===== src/rtl/tlb_maint_ctrl_pkg.sv =====
// Shared encodings for the TLB maintenance sequencer: op codes, FSM states
// and the largest INVTLB op that is legal to execute.
package tlb_maint_ctrl_pkg;

    typedef enum logic [2:0] {
        TLBOP_SRCH = 3'd0,
        TLBOP_RD   = 3'd1,
        TLBOP_WR   = 3'd2,
        TLBOP_FILL = 3'd3,
        TLBOP_INV  = 3'd4
    } tlb_op_e;

    typedef enum logic [2:0] {
        ST_IDLE     = 3'd0,
        ST_SRCH_REQ = 3'd1,
        ST_WRITE    = 3'd2,
        ST_INV      = 3'd3,
        ST_DRAIN    = 3'd4,
        ST_DONE     = 3'd5
    } tlb_state_e;

    localparam logic [4:0] INVTLB_MAX_OP = 5'd6;

endpackage


===== src/rtl/tlb_maint_ctrl_fill_ptr.sv =====
// Free-running replacement pointer for TLBFILL; wraps at the last entry.
// Kept behind a plain ptr_o interface so a pseudo-random source can drop in.
module tlb_maint_ctrl_fill_ptr #(
    parameter int TLB_ENTRY_NUM = 32,
    parameter int INDEX_LEN     = $clog2(TLB_ENTRY_NUM)
) (
    input  logic                 clk,
    input  logic                 rst_n,
    output logic [INDEX_LEN-1:0] ptr_o
);

    logic [INDEX_LEN-1:0] ptr_q;
    logic [INDEX_LEN-1:0] ptr_d;

    always_comb begin
        if (ptr_q == INDEX_LEN'(TLB_ENTRY_NUM - 1)) begin
            ptr_d = '0;
        end else begin
            ptr_d = ptr_q + INDEX_LEN'(1);
        end
    end

    always_ff @(posedge clk or negedge rst_n) begin
        if (!rst_n) begin
            ptr_q <= '0;
        end else begin
            ptr_q <= ptr_d;
        end
    end

    assign ptr_o = ptr_q;

endmodule


===== src/rtl/tlb_maint_ctrl.sv =====
// Sequencer for privileged TLB maintenance ops issued from M2; borrows the
// LSU search port, drives TLB write/read/invalidate and reports one done pulse.
//
// state    | meaning
// IDLE     | waiting for an op, op_ready_o high
// SRCH_REQ | requesting the shared search port, result sampled on gnt
// WRITE    | single-cycle TLB write (WR index or fill pointer)
// INV      | single-cycle invalidate pulse
// DRAIN    | idle cycle so later lookups see the updated array
// DONE     | done_o pulse with results, back to IDLE
module tlb_maint_ctrl
    import tlb_maint_ctrl_pkg::*;
#(
    parameter  int TLB_ENTRY_NUM = 32,
    localparam int INDEX_LEN     = $clog2(TLB_ENTRY_NUM)
) (
    input  logic                 clk,
    input  logic                 rst_n,
    input  logic                 op_valid_i,
    output logic                 op_ready_o,
    input  logic [2:0]           op_i,
    input  logic [4:0]           inv_op_i,
    input  logic                 flush_i,
    input  logic [31:0]          tlbehi_i,
    input  logic [31:0]          tlbidx_i,
    input  logic [9:0]           asid_i,
    input  logic [9:0]           invtlb_asid_i,
    input  logic [18:0]          invtlb_vpn_i,
    output logic                 port_req_o,
    input  logic                 port_gnt_i,
    output logic [18:0]          srch_vppn_o,
    output logic [9:0]           srch_asid_o,
    input  logic                 srch_found_i,
    input  logic [INDEX_LEN-1:0] srch_index_i,
    output logic [INDEX_LEN-1:0] rd_index_o,
    output logic                 we_o,
    output logic [INDEX_LEN-1:0] w_index_o,
    output logic                 inv_en_o,
    output logic [4:0]           inv_op_o,
    output logic [9:0]           inv_asid_o,
    output logic [18:0]          inv_vpn_o,
    output logic                 busy_o,
    output logic                 done_o,
    output logic                 srch_hit_o,
    output logic [INDEX_LEN-1:0] srch_index_o,
    output logic                 rd_upd_o,
    output logic                 ine_o
);

    tlb_state_e           state_q, state_d;
    logic [2:0]           op_q, op_d;
    logic [INDEX_LEN-1:0] idx_q, idx_d;
    logic [18:0]          vppn_q, vppn_d;
    logic [4:0]           inv_op_q, inv_op_d;
    logic [9:0]           inv_asid_q, inv_asid_d;
    logic [18:0]          inv_vpn_q, inv_vpn_d;
    logic                 srch_hit_q, srch_hit_d;
    logic [INDEX_LEN-1:0] srch_index_q, srch_index_d;
    logic                 ine_q, ine_d;
    logic                 accept;
    logic [INDEX_LEN-1:0] fill_ptr;
    logic                 unused_csr_bits;

    assign unused_csr_bits = ^{tlbidx_i[31:INDEX_LEN], tlbehi_i[12:0]};

    tlb_maint_ctrl_fill_ptr #(
        .TLB_ENTRY_NUM (TLB_ENTRY_NUM),
        .INDEX_LEN     (INDEX_LEN)
    ) u_fill_ptr (
        .clk   (clk),
        .rst_n (rst_n),
        .ptr_o (fill_ptr)
    );

    assign accept = (state_q == ST_IDLE) & op_valid_i & ~flush_i;

    always_comb begin
        state_d      = state_q;
        op_d         = op_q;
        idx_d        = idx_q;
        vppn_d       = vppn_q;
        inv_op_d     = inv_op_q;
        inv_asid_d   = inv_asid_q;
        inv_vpn_d    = inv_vpn_q;
        srch_hit_d   = srch_hit_q;
        srch_index_d = srch_index_q;
        ine_d        = ine_q;

        case (state_q)
            ST_IDLE: begin
                if (accept) begin
                    op_d       = op_i;
                    idx_d      = tlbidx_i[INDEX_LEN-1:0];
                    vppn_d     = tlbehi_i[31:13];
                    inv_op_d   = inv_op_i;
                    inv_asid_d = invtlb_asid_i;
                    inv_vpn_d  = invtlb_vpn_i;
                    case (op_i)
                        TLBOP_SRCH: state_d = ST_SRCH_REQ;
                        TLBOP_WR,
                        TLBOP_FILL: state_d = ST_WRITE;
                        TLBOP_INV: begin
                            if (inv_op_i > INVTLB_MAX_OP) begin
                                state_d = ST_DONE;
                                ine_d   = 1'b1;
                            end else begin
                                state_d = ST_INV;
                            end
                        end
                        // RD and reserved codes complete immediately
                        default: begin
                            state_d = ST_DONE;
                            ine_d   = 1'b0;
                        end
                    endcase
                end
            end
            ST_SRCH_REQ: begin
                if (flush_i) begin
                    state_d = ST_IDLE;
                end else if (port_gnt_i) begin
                    srch_hit_d   = srch_found_i;
                    srch_index_d = srch_index_i;
                    ine_d        = 1'b0;
                    state_d      = ST_DONE;
                end
            end
            ST_WRITE, ST_INV: state_d = ST_DRAIN;
            ST_DRAIN: begin
                ine_d   = 1'b0;
                state_d = ST_DONE;
            end
            ST_DONE:  state_d = ST_IDLE;
            default:  state_d = ST_IDLE;
        endcase
    end

    always_ff @(posedge clk or negedge rst_n) begin
        if (!rst_n) begin
            state_q      <= ST_IDLE;
            op_q         <= '0;
            idx_q        <= '0;
            vppn_q       <= '0;
            inv_op_q     <= '0;
            inv_asid_q   <= '0;
            inv_vpn_q    <= '0;
            srch_hit_q   <= 1'b0;
            srch_index_q <= '0;
            ine_q        <= 1'b0;
        end else begin
            state_q      <= state_d;
            op_q         <= op_d;
            idx_q        <= idx_d;
            vppn_q       <= vppn_d;
            inv_op_q     <= inv_op_d;
            inv_asid_q   <= inv_asid_d;
            inv_vpn_q    <= inv_vpn_d;
            srch_hit_q   <= srch_hit_d;
            srch_index_q <= srch_index_d;
            ine_q        <= ine_d;
        end
    end

    // A flush in SRCH_REQ wins over a same-cycle grant, so the request drops at once
    assign port_req_o   = (state_q == ST_SRCH_REQ) & ~flush_i;
    assign op_ready_o   = (state_q == ST_IDLE);
    assign busy_o       = (state_q != ST_IDLE);
    assign we_o         = (state_q == ST_WRITE);
    assign inv_en_o     = (state_q == ST_INV);
    assign done_o       = (state_q == ST_DONE);
    assign rd_upd_o     = (state_q == ST_DONE) & (op_q == TLBOP_RD);
    assign w_index_o    = (op_q == TLBOP_FILL) ? fill_ptr : idx_q;
    assign rd_index_o   = idx_q;
    assign srch_vppn_o  = vppn_q;
    assign srch_asid_o  = asid_i;
    assign inv_op_o     = inv_op_q;
    assign inv_asid_o   = inv_asid_q;
    assign inv_vpn_o    = inv_vpn_q;
    assign srch_hit_o   = srch_hit_q;
    assign srch_index_o = srch_index_q;
    assign ine_o        = ine_q;

endmodule


===== config.mk =====
export PLATFORM = sky130hd
export DESIGN_NAME = tlb_maint_ctrl
export DESIGN_NICKNAME = d
export VERILOG_FILES = /design/src/rtl/tlb_maint_ctrl_pkg.sv /design/src/rtl/tlb_maint_ctrl_fill_ptr.sv /design/src/rtl/tlb_maint_ctrl.sv
export SDC_FILE = /design/constraint.sdc
export NUM_CORES = 1
export LEC_CHECK = 0
export CORE_ASPECT_RATIO = 1.5
export CORE_MARGIN = 4
export CORE_UTILIZATION = 37
export DETAILED_ROUTE_END_ITERATION = 10
export PLACE_DENSITY = 0.89
export SYNTH_ARGS = -nofsm -noshare
export SYNTH_HDL_FRONTEND = slang
export SYNTH_SLANG_ARGS = --single-unit
export TNS_END_PERCENT = 10

===== constraint.sdc =====
create_clock -name clk -period 2.1 [get_ports clk]
set_clock_uncertainty 0.2 [all_clocks]
set_input_delay 0.42 -clock clk [delete_from_list [all_inputs] [get_ports clk]]
set_output_delay 0.42 -clock clk [all_outputs]
set_load 0.03 [all_outputs]

==> summary.md, run 1 <==
| Metric | Value |
|---|---|
| Port Buf Inserts | ~150 |
| Psw | 3.448 mW |
| PD cells | 1678 mW/mm^2 |
| Initial antenna violation count | 0 |
| Int Power | about 5.7 mW |
| Power, Total | 9.144 mW |
| Via density | 4.875 |
| CP max FO | 5 |
| RSZ-0062 raised after global routing | yes |
| Crit Path Category | flip-flop to output port |
| Kind of end point of the critical path | output port |
| Final hold vios | 0 |
| Critical Path Start Type | flip-flop |
| Full die area | about 0.011 sq mm |
| Class of the worst hold path | flip-flop to flip-flop |
| Switching Share | between 30% and 40% |
| DRT iter0 DRCs | 47 |
| Register area share after synthesis | between 50% and 60% |
| First-pass GRT wire length | around 14000 um |
| CP cell instances | nand3b_1, buf_6, mux2_4, buf_6 |
| Largest net degree at the start of global routing | slightly above 40 |
| First drt pass iteration count | 4 |
| Drt total wl | between 8000 and 9000 um |
| Pleak | between 2 and 3 nW |
| Fin cells | slightly below 500 |
| Max cap viols | 0 |
| Die height | ~130 um |
| Synthesized area per cell | approximately 16 sq um |
| Clock latency of the later-clocked register in the worst-skew pair | around 0.33 ns |
| Slew Viols, Final | 0 |
| Minimum clock period | approximately 2.1 ns |
| Clk buf depth | 2 |
| Final setup viols | 0 |
| Die Wd | around 87 um |
| Area of the multi-input gates | around 0.0014 sq mm |
| # H-tree levels | 3 |
| Finished Core Util | between 60% and 70% |
| Reg-to-reg startpoint | state_q[1] |
| Syn. warnings | 0 |
| DRC Markers | 0 |
| DPL Wire Length | approximately 6700 um |
| Synthesized area | roughly 0.0034 sq mm |
| Grt ovf | 0 |
| R2R Path End | srch_vppn_o[10] |
| Worst reg-to-reg path cell count | 6 |
| Nets | approximately 500 |
| CP max stage delay | 0.38 ns |
| Sequential share of power | between 20% and 30% |
| Post-synthesis register bit count | 76 |
| Tcrit/Tclk final | roughly 100% |
| Post-synthesis cell type count | 33 |
| Min-Delay Endpoint | u_fill_ptr.ptr_o[0] |
| Via count | between 2k and 2.5k |
| Most frequent cell on the critical path | buf_6 |
| Cell accounting for the most synthesized area | dfrtp_1 |
| Worst Tran Pin Value | 0.4872 ns |
| Slew headroom | about 68% |
| Largest cells by area after synthesis | dfrtp_1 56%, mux2_4 26%, mux2_2 4.6% |
| Max Fclk | 478.4 MHz |
| Overall Global Routing Usage | approximately 17% |
| Outcome | completed |
| Syn Inst Count | between 200 and 250 |
| Slowest CP cell | dfrtp_1 |
| Post-synth top area share | around 56% |
| Required time of the critical path | roughly 1.5 ns |
| Clk sink count | 76 |
| Core box area | 0.008934 sq mm |
| WL/cell | 18.07 um |
| ANT nets after route | 0 |
| Ports | between 200 and 250 |
| Number of fill cells in the layout | about 690 |
| Rows | 42 |
| Total CTS buffers | 9 |
| Vias in the first global route | 2740 |
| Clock-pin slew on the worst setup and hold paths | around 0.060 ns |
| Layout area overhead | 59.21% |
| Worst Path Buf+Inv | 2 |
| Clock Tree Root | clkbuf_16 |
| Reg area | approximately 0.0019 sq mm |
| Layout cell share with drive strength beyond 1 | 33.77% |
| Setup TNS | 0 ns |
| Placed cells | roughly 470 |
| Starting Density | 38.32% |
| Peak supply drop | between 0.0008 and 0.0009 V |
| Synthesized Nets | around 340 |
| Clk pwr share | between 15 and 20% |
| Worst endpoint data arrival time | between 1 and 1.5 ns |
| Hold_sp | u_fill_ptr.ptr_o[0] |
| RePlAce Congestion | 0.8000 |
| CTS tree | built |
| Worst Setup SP | op_q[2] |
| Min-Delay Path Depth | 1 |
| Comb power frac | around 55% |
| Critical path's top delay family | flip-flops |
| # diodes | 0 |
| Reg2Reg Setup Slack | around 0.10 ns |
==> layer usage <==
layer | vias up | share of wire, % | global-route usage, %
met3 | 19 | 6.3 | 5.229
li1 | 1062 | - | -
met5 | - | 0 | 0
met4 | 0 | 3.0 | 6.972
met2 | 90 | 55 | 29.94
met1 | 1213 | 35 | 17.31
==> kinds of logic (layout without fill, tap and decap cells) <==
family | Yosys count | count (layout) | synth area share, %
AO/OA/AOI/OAI | 13 | 13 | 2.340
flip-flops | 76 | 76 | 55.56
AND/OR/NAND/NOR | 28 | 28 | 5.446
XOR/XNOR | 2 | 2 | 0.5118
multiplexers | 73 | 73 | 30.48
adder cells (fa/ha/maj) | 2 | 2 | 0.7309
buffers and inverters | 21 | 185 | 4.934
==> worst reg2reg max path: stages (launching register included) <==
cell and delay [ns]:
dfrtp_1 0.40, buf_6 0.14, buf_4 0.15, nor4_4 0.29
nand2_4 0.13, buf_4 0.25, mux2_4 0.33
==> stage by stage <==
| stage | setup slack [ns] | cell area (sq um) | hold WS (ns) |
|---|---|---|---|
| after floorplan | 0.04529 | 3438 | -0.07559 |
| after global placement | -0.1028 | 5020 | 0.2061 |
| after detailed placement | -0.1469 | 5020 | 0.2151 |
| after CTS | -0.01774 | 5438 | 0.2975 |
| after global routing | -0.07190 | 5450 | 0.3193 |
| final | 0.009595 | 5450 | 0.2936 |
==> timing repair <==
action                                 in CTS  in global routing
pin swaps                                   1                  0
setup endpoints to repair                   9                  8
resized for setup                          17                  3
setup buffers                               6                  0
hold buffers                                1                  0
endpoints found under the hold margin      36                  0
==> sequential cells by signal, indices dropped and copies added (netlist names) <==
register and flops:
inv_vpn_o 19, srch_vppn_o 19, inv_asid_o 10, inv_op_o 5, rd_index_o 5, srch_index_o 5
u_fill_ptr.ptr_o 5, op_q 3, state_q 3, ine_o 1, srch_hit_o 1
==> power groups by stage <==
| stage | registers [mW] | clock network, mW | logic (mW) |
|---|---|---|---|
| detailed placement | 2.59 | 0 | 4.87 |
| global route | 2.64 | 1.69 | 5.22 |
| finish | 2.56 | 1.57 | 5.01 |
| floorplan | 3.81 | 0 | 1.72 |
| CTS | 2.56 | 1.62 | 5.05 |
| global placement | 2.53 | 0 | 4.79 |
==> cell type report <==
class                           count  share of cell area, %
Multi-Input combinational cell    118                  25.64
Timing Repair Buffer              166                  30.95
Clock buffer                       11                  4.637
Sequential cell                    76                  34.89
Clock inverter                      5                  1.102
Inverter                            3                 0.2525
Tap cell                          110                  2.525
==> how the worst max path moves through the flow <==
stage                       to  slack [ns]  cells after the start
6_report          w_index_o[4]        0.01                      4
5_1_grt               rd_upd_o       -0.07                      5
4_1_cts               rd_upd_o       -0.02                      4
3_5_place_dp      inv_vpn_o[3]       -0.15                      5
3_3_place_gp   srch_vppn_o[13]       -0.10                      5
2_1_floorplan            ine_o        0.05                      5
==> Yosys cell counts <==
master and n:
buf_6 6, dfrtp_1 76, a211oi_1 1, a311oi_1 1, a21oi_1 4, o21ai_0 4
mux2_4 59, nand3_1 1, nand2_1 2, nor3_2 1, nand2b_1 1, ha_1 2
mux2_2 14, and2_1 1, xnor2_1 1, buf_4 12, nand2_2 2, nor4_4 1
nand2b_4 1, nand3b_1 2, o21bai_1 1, a221oi_1 1, and3_1 3, nand4_1 1
nor3b_1 1, nor2_1 6, nor4bb_1 1, or3_1 1, inv_1 3, nor2b_1 2
xor2_1 1, nor3_1 1, a21o_1 1
==> cell usage in the layout, fill, tap and decap left out, drive strengths merged, types with 2 or more instances in the layout <==
cell / synthesis / final
nor3: 2 / 2
nand3b: 2 / 2
mux2: 73 / 73
dlygate4sd2: 0 / 2
nor2: 6 / 6
nand2b: 2 / 2
a21oi: 4 / 4
clkdlybuf4s50: 0 / 134
inv: 3 / 3
nor2b: 2 / 2
o21ai: 4 / 4
buf: 18 / 29
nand2: 4 / 4
clkbuf: 0 / 11
clkinv: 0 / 3
dfrtp: 76 / 76
and3: 3 / 3
ha: 2 / 2
Note: power is estimated with default switching activity, not from simulation.
==> run 2: changes to the inputs <==
Settings changed: HOLD_SLACK_MARGIN from default to 0.03, REMOVE_ABC_BUFFERS from default to 1.
Clock period 2.1 ns to 2.3 ns, I/O delays scaled along.
==> run 2 against run 1 <==
Effect of this change:
- sequential cell count did not move
- critical path depth did not move
- worst hold slack got worse by 0.0037 ns
- global-route usage fell by 0.15 points
- highest routed layer unchanged
- critical path type unchanged
- die area did not move
- power fell by 8.9%
- final area fell by 2.1%
- largest power group unchanged
- register-to-register slack improved by 0.32 ns
- sequential power fell by 7.8%
- largest cell class unchanged
- critical endpoint is now rd_upd_o
- via count fell by 2.4%
- first-iteration DRC count rose by 8.5%
- wire length fell by 1.1%
==> summary.md, run 2 (synthesized netlist as in run 1, its figures left out) <==
| Metric | Value |
|---|---|
| Outcome | completed |
| Overall Global Routing Usage | 16.44% (-0.15 points) |
| Required time of the critical path | 1.64 ns (+0.16 ns) |
| CP max FO | 5 (unchanged) |
| Via density | 4.826 (-1.0%) |
| Nets | 491 (-1.4%) |
| Grt ovf | 0 (unchanged) |
| Clock-pin slew on the worst setup and hold paths | 0.06 ns (about the same) |
| Crit Path Category | flip-flop to output port |
| RSZ-0062 raised after global routing | yes |
| Peak supply drop | 0.0008968 V (+10%) |
| Minimum clock period | ~2.3 ns |
| Worst Tran Pin Value | 0.4538 ns (-0.03343 ns) |
| Worst endpoint data arrival time | 1.59 ns (+0.12 ns) |
| Final setup viols | 0 (unchanged) |
| Clock latency of the later-clocked register in the worst-skew pair | 0.32 ns (about the same) |
| # H-tree levels | 3 (unchanged) |
| Reg2Reg Setup Slack | 0.42 ns (+0.32 ns) |
| Core box area | 0.008934 sq mm (unchanged) |
| CP max stage delay | 0.40 ns (+0.02 ns) |
| Via count | 2326 (-2.4%) |
| Clk buf depth | 2 (unchanged) |
| Layout area overhead | 55.92% |
| Worst Path Buf+Inv | 2 (unchanged) |
| Clock Tree Root | clkbuf_16 |
| Number of fill cells in the layout | 738 (+6.3%) |
| # diodes | 0 (unchanged) |
| Layout cell share with drive strength beyond 1 | 29.57% (-4.2 points) |
| Ports | 209 (unchanged) |
| Critical Path Start Type | flip-flop |
| ANT nets after route | 0 (unchanged) |
| Power, Total | 8.326 mW (-8.9%) |
| Tcrit/Tclk final | a little over nine tenths |
| Largest net degree at the start of global routing | 45 (+9.8%) |
| DRT iter0 DRCs | 51 (+8.5%) |
| Pleak | 2.491 nW (-1.9%) |
| Class of the worst hold path | flip-flop to flip-flop |
| Kind of end point of the critical path | output port |
| Initial antenna violation count | 0 (unchanged) |
| Drt total wl | 8741 um (-1.1%) |
| CTS tree | built |
| Max cap viols | 0 (unchanged) |
| Critical path's top delay family | simple AND/OR/NAND/NOR gates |
| Slowest CP cell | dfrtp_1 |
| Full die area | 0.01089 sq mm (unchanged) |
| Fin cells | 482 (-1.4%) |
| Port Buf Inserts | 148 (unchanged) |
| RePlAce Congestion | 0.8255 (+3.2%) |
| Clk sink count | 76 (unchanged) |
| Die Wd | 86.54 um (unchanged) |
| WL/cell | 18.13 um (+0.38%) |
| Commonest non-fill, non-tap cell in the layout | clkdlybuf4s50_1 |
| Final hold vios | 0 (unchanged) |
| Placed cells | 464 (-0.43%) |
| Vias in the first global route | 2614 (-4.6%) |
| Die height | 125.8 um (unchanged) |
| DPL Wire Length | 6718 um (about the same) |
| DRC Markers | 0 (unchanged) |
| Slew headroom | 69.75% (+2.2 points) |
| CP cell instances | inv_1, and3_1, nor4bb_1, buf_4 |
| PD cells | 1560 mW/mm^2 (-7.0%) |
| Total CTS buffers | 9 (unchanged) |
| First-pass GRT wire length | 13660 um (-2.3%) |
| Most frequent cells in the layout | 135 x clkdlybuf4s50_1, 76 x dfrtp_1, 59 x mux2_4 |
| Rows | 42 (unchanged) |
| Slew Viols, Final | 0 (unchanged) |
| First drt pass iteration count | 4 (unchanged) |
| Starting Density | 38.32% (unchanged) |
| Max Fclk | around 440 MHz |
## run 2: layout make-up
class | count | area, sq um | area share (%)
clock buffers | 11 | 232.7 | 4.360
clock inverters | 5 | 100.1 | 1.875
inverters | 3 | 11.26 | 0.2110
multi-input cells | 118 | 1358 | 25.43
flip-flops and latches | 76 | 1902 | 35.63
well taps | 110 | 137.6 | 2.579
repair buffers | 159 | 1597 | 29.91
## run 2: routing by layer
layer	vias to the layer above	GRT usage, %	wire length, um
met1	1148	17.06	2963
met4	0	7.706	187
met3	14	8.497	1021
li1	1053	-	-
met5	-	0	0
met2	111	27.10	4569
## run 2: power by group
group / leakage, nW / internal (mW) / switching, mW
sequential: 0.909 / 1.97 / 0.391
clock: 0.163 / 1.06 / 0.516
combinational: 1.42 / 2.23 / 2.16
## run 2: path summary, 6_finish.rpt
kind | from | endpoint | cells past startpoint
hold / removal | u_fill_ptr.ptr_o[0] | u_fill_ptr.ptr_o[0] | 1
hold reg to reg | u_fill_ptr.ptr_o[0] | u_fill_ptr.ptr_o[0] | 1
max in group asynchronous | rst_n | inv_asid_o[6] | 3
setup / recovery | state_q[1] | rd_upd_o | 4
min in group asynchronous | rst_n | inv_asid_o[2] | 2
setup reg to reg | state_q[0] | srch_vppn_o[3] | 5
## run 2: per-stage QoR
stage	hold WS (ns)	setup TNS [ns]	util (%)	cell area [sq um]	setup WS [ns]
6_report	0.2899	0	59.75	5338	0.04818
4_1_cts	0.2916	-0.0005621	59.66	5330	-0.0005621
5_1_grt	0.3143	-0.09071	59.75	5338	-0.02782
3_5_place_dp	0.2385	0	55.77	4982	0.02137
2_1_floorplan	-0.03559	-16.58	-	3266	-0.3542
3_3_place_gp	0.2272	0	55.77	4982	0.03898
## run 2: timing repair
item,4_1_cts,5_1_grt
cloned,0,0
hold endpoints to repair,32,0
hold buffers,1,0
setup buffers,0,1
setup endpoints to repair,10,6
resized for setup,16,0
==> run 3: changes to the inputs <==
Settings changed: CORE_UTILIZATION 37 to 36, MAX_ROUTING_LAYER from default to met4, SYNTH_HIERARCHICAL from default to 1.
Clock period 2.3 ns to 2.2 ns, I/O delays scaled along.
==> run 3 against run 2 <==
Effect of this change:
- cell count decreased by 0.62%
- final area fell by 2.9%
- sequential power grew 2%
- combinational power is 4% lower
- worst hold slack better by 0.0039 ns
- synthesized cell count fell by 0.93%
- via count shrank 2.7%
- critical path depth stayed put
- non-clock buffer count increased by 3
- wire length shrank 8.3%
- sequential cell count stayed put
- die area shrank 3.5%
==> summary.md, run 3 <==
| Metric | Value |
|---|---|
| Outcome | completed |
| Critical path's top delay family | flip-flops |
| Nets | 491 (unchanged) |
| CP cell instances | or3_4, buf_4, inv_2, buf_6 |
| Max Fclk | 463.2 MHz |
| Number of fill cells in the layout | 680 (-7.9%) |
| Commonest non-fill, non-tap cell in the layout | clkdlybuf4s50_1 |
| First-pass GRT wire length | 12450 um (-8.8%) |
| Main flop type after synthesis | dfrtp_1 |
| Top cells by count, synth | 76 x dfrtp_1, 58 x mux2_2, 13 x mux2_1 |
| Comb power frac | 51.2% (-1.6 points) |
| Required time of the critical path | 1.56 ns (-0.08 ns) |
| Worst Path Buf+Inv | 3 (+1) |
| WL/cell | 16.73 um (-7.7%) |
| Min-Delay Path Depth | 1 (unchanged) |
| Class of the worst hold path | flip-flop to flip-flop |
| DPL Wire Length | 6198 um (-7.7%) |
| Int Power | 5.109 mW (-2.8%) |
| Clock latency of the later-clocked register in the worst-skew pair | 0.32 ns (about the same) |
| Slowest CP cell | dfrtp_2 |
| Setup TNS | 0 ns (unchanged) |
| Layout area overhead | 61.63% |
| Overall Global Routing Usage | 15.90% (-0.54 points) |
| Ys async rst share | 100.0% (unchanged) |
| Post-synthesis cell type count | 37 (+12%) |
| Most frequent cell after synthesis | dfrtp_1 |
| Hold_ws | 0.2938 ns (+0.003876 ns) |
| Clk pwr share | 19.5% (+0.6 points) |
| Largest net degree at the start of global routing | 44 (-2.2%) |
| Crit Path Category | flip-flop to output port |
| Cell accounting for the most synthesized area | dfrtp_1 |
| First drt pass iteration count | 4 (unchanged) |
| Vias in the first global route | 2533 (-3.1%) |
| Port Buf Inserts | 148 (unchanged) |
| Total CTS buffers | 9 (unchanged) |
| Clock Tree Root | clkbuf_16 |
| CP max FO | 8 (+3) |
| Core box area | 0.008567 sq mm (-4.1%) |
| Psw | 3.129 mW (+2.0%) |
| CTS tree | built |
| Syn. warnings | 6 (+6) |
| Post-synthesis register bit count | 76 (unchanged) |
| Ports | 209 (unchanged) |
| Clk sink count | 76 (unchanged) |
| Grt ovf | 0 (unchanged) |
| Path length in cells of the critical path | 4 (unchanged) |
| Starting Density | 37.42% (-0.90 points) |
| Peak supply drop | 0.0009086 V (+1.3%) |
| PD cells | 1590 mW/mm^2 (+1.9%) |
| Layout cell share with drive strength beyond 1 | 30.11% (+0.54 points) |
| Worst Tran Pin Value | 0.4540 ns (+0.0002325 ns) |
| Tcrit/Tclk final | slightly below 100% |
| Synthesized area per cell | 15.05 sq um (-5.5%) |
| RSZ-0062 raised after global routing | yes |
| ANT nets after route | 0 (unchanged) |
| Slew Viols, Final | 0 (unchanged) |
| Via density | 4.724 (-2.1%) |
| Worst endpoint data arrival time | 1.52 ns (-0.07 ns) |
| Final hold vios | 0 (unchanged) |
| Rows | 41 (-2.4%) |
| Gr busiest metal | met2 |
| RePlAce Congestion | 0.8041 (-2.6%) |
| CP max stage delay | 0.46 ns (+0.06 ns) |
| Most frequent cells in the layout | 135 x clkdlybuf4s50_1, 74 x dfrtp_1, 56 x mux2_2 |
| Clock-pin slew on the worst setup and hold paths | 0.06 ns (about the same) |
| # diodes | 0 (unchanged) |
| Worst slack, placed | -0.04623 ns (-0.06761 ns) |
| Die Wd | 85.05 um (-1.7%) |
| Post-synth EDFFs | 0 (unchanged) |
| Switching Share | 37.98% (+1.1 points) |
| Sequential share of power | 29.3% (+1.0 points) |
| M3 GR Usage | 6.155% (-2.3 points) |
| Slew headroom | 69.73% (about the same) |
| Synthesized area | 0.003206 sq mm (-6.4%) |
| # H-tree levels | 3 (unchanged) |
| Via count | 2263 (-2.7%) |
| Pleak | 2.225 nW (-11%) |
| Minimum clock period | between 2 and 2.5 ns |
| GRT met2 Usage | 27.97% (+0.87 points) |
| Slack of the critical path | 0.04096 ns (-0.007221 ns) |
| Initial antenna violation count | 0 (unchanged) |
| Largest cells by area after synthesis | dfrtp_1 59%, mux2_2 20%, mux2_1 4.6% |
| DRC Markers | 0 (unchanged) |
| DRT iter0 DRCs | 98 (+92%) |
| Max cap viols | 0 (unchanged) |
| Critical Path Start Type | flip-flop |
| GRT met1 Usage | 16.09% (-0.97 points) |
| Syn Inst Count | 213 (-0.93%) |
| Post-synth top area share | 59.33% (+3.8 points) |
| Drt total wl | 8014 um (-8.3%) |
| Kind of end point of the critical path | output port |
| Final setup viols | 0 (unchanged) |
| Register area share after synthesis | 59.33% (+3.8 points) |
| Clk buf depth | 2 (unchanged) |
| Worst reg-to-reg path cell count | 5 (unchanged) |
| Die height | 123.6 um (-1.8%) |
| Full die area | 0.01051 sq mm (-3.5%) |
run 3: cell types whose count changed after synthesis, moves of 3 or more:
| cell | before | now |
|---|---|---|
| o21ai_0 | 4 | 1 |
| mux2_1 | 0 | 13 |
| buf_6 | 6 | 1 |
| mux2_2 | 14 | 58 |
| mux2_4 | 59 | 2 |
| buf_2 | 0 | 8 |
run 3: worst paths after layout:
path                                  end      startpoint  slack [ns]
hold / removal             srch_vppn_o[8]  srch_vppn_o[8]        0.29
setup / recovery               op_ready_o      state_q[1]        0.04
setup reg to reg                    ine_o      state_q[1]        0.35
max in group asynchronous   inv_asid_o[3]           rst_n        0.79
min in group asynchronous    inv_vpn_o[3]           rst_n        0.41
hold reg to reg            srch_vppn_o[8]  srch_vppn_o[8]        0.29
run 3: timing repair:
action | 4_1_cts | 5_1_grt
hold buffers | 1 | 0
buffers inserted | 0 | 3
pin swaps | 0 | 1
hold endpoints to repair | 33 | 0
resized for setup | 7 | 9
endpoints found under the setup margin | 9 | 8
run 3: cell families (layout without fill, tap and decap cells):
logic type	count (synthesis)	count (layout)	synth area share (%)
AOI/OAI and AO/OA	11	11	3.045
xor gates and xnor gates	2	2	0.5465
adders and majority gates	2	2	0.7805
buffers and inverters	22	181	4.293
DFF	76	76	59.33
muxes	73	73	25.88
and+or+nand+nor	27	27	6.128
run 3: final cells by class:
cell class              count  area (sq um)  area share [%]
flip-flops and latches     76          1904           36.75
repair buffers            162          1607           31.01
multi-input cells         115          1189           22.94
clock buffers              11         252.7           4.878
well taps                 107         133.9           2.584
clock inverters             5         83.83           1.618
inverters                   3         11.26          0.2173
run 3: stage by stage:
step           power (mW)  instances  utilization (%)  cell area (sq um)
4_1_cts             8.266        476            59.91               5132
3_5_place_dp        6.611        459            55.85               4785
5_1_grt             8.631        479            60.48               5181
2_1_floorplan       4.733        194                -               3079
3_3_place_gp        6.505        459            55.85               4785
6_report            8.239        479            60.48               5181
run 3: per-layer routing:
layer  up-vias  routed length, um
met2        97               4441
met1      1104               2850
met5         -                  0
met3        12                595
met4         0                127
li1       1050                  -
run 3: power groups by stage:
stage	sequential [mW]	clock (mW)	combinational, mW
2_1_floorplan	3.64	0	1.10
3_3_place_gp	2.39	0	4.12
3_5_place_dp	2.44	0	4.17
4_1_cts	2.42	1.66	4.19
5_1_grt	2.50	1.72	4.42
6_report	2.41	1.61	4.22
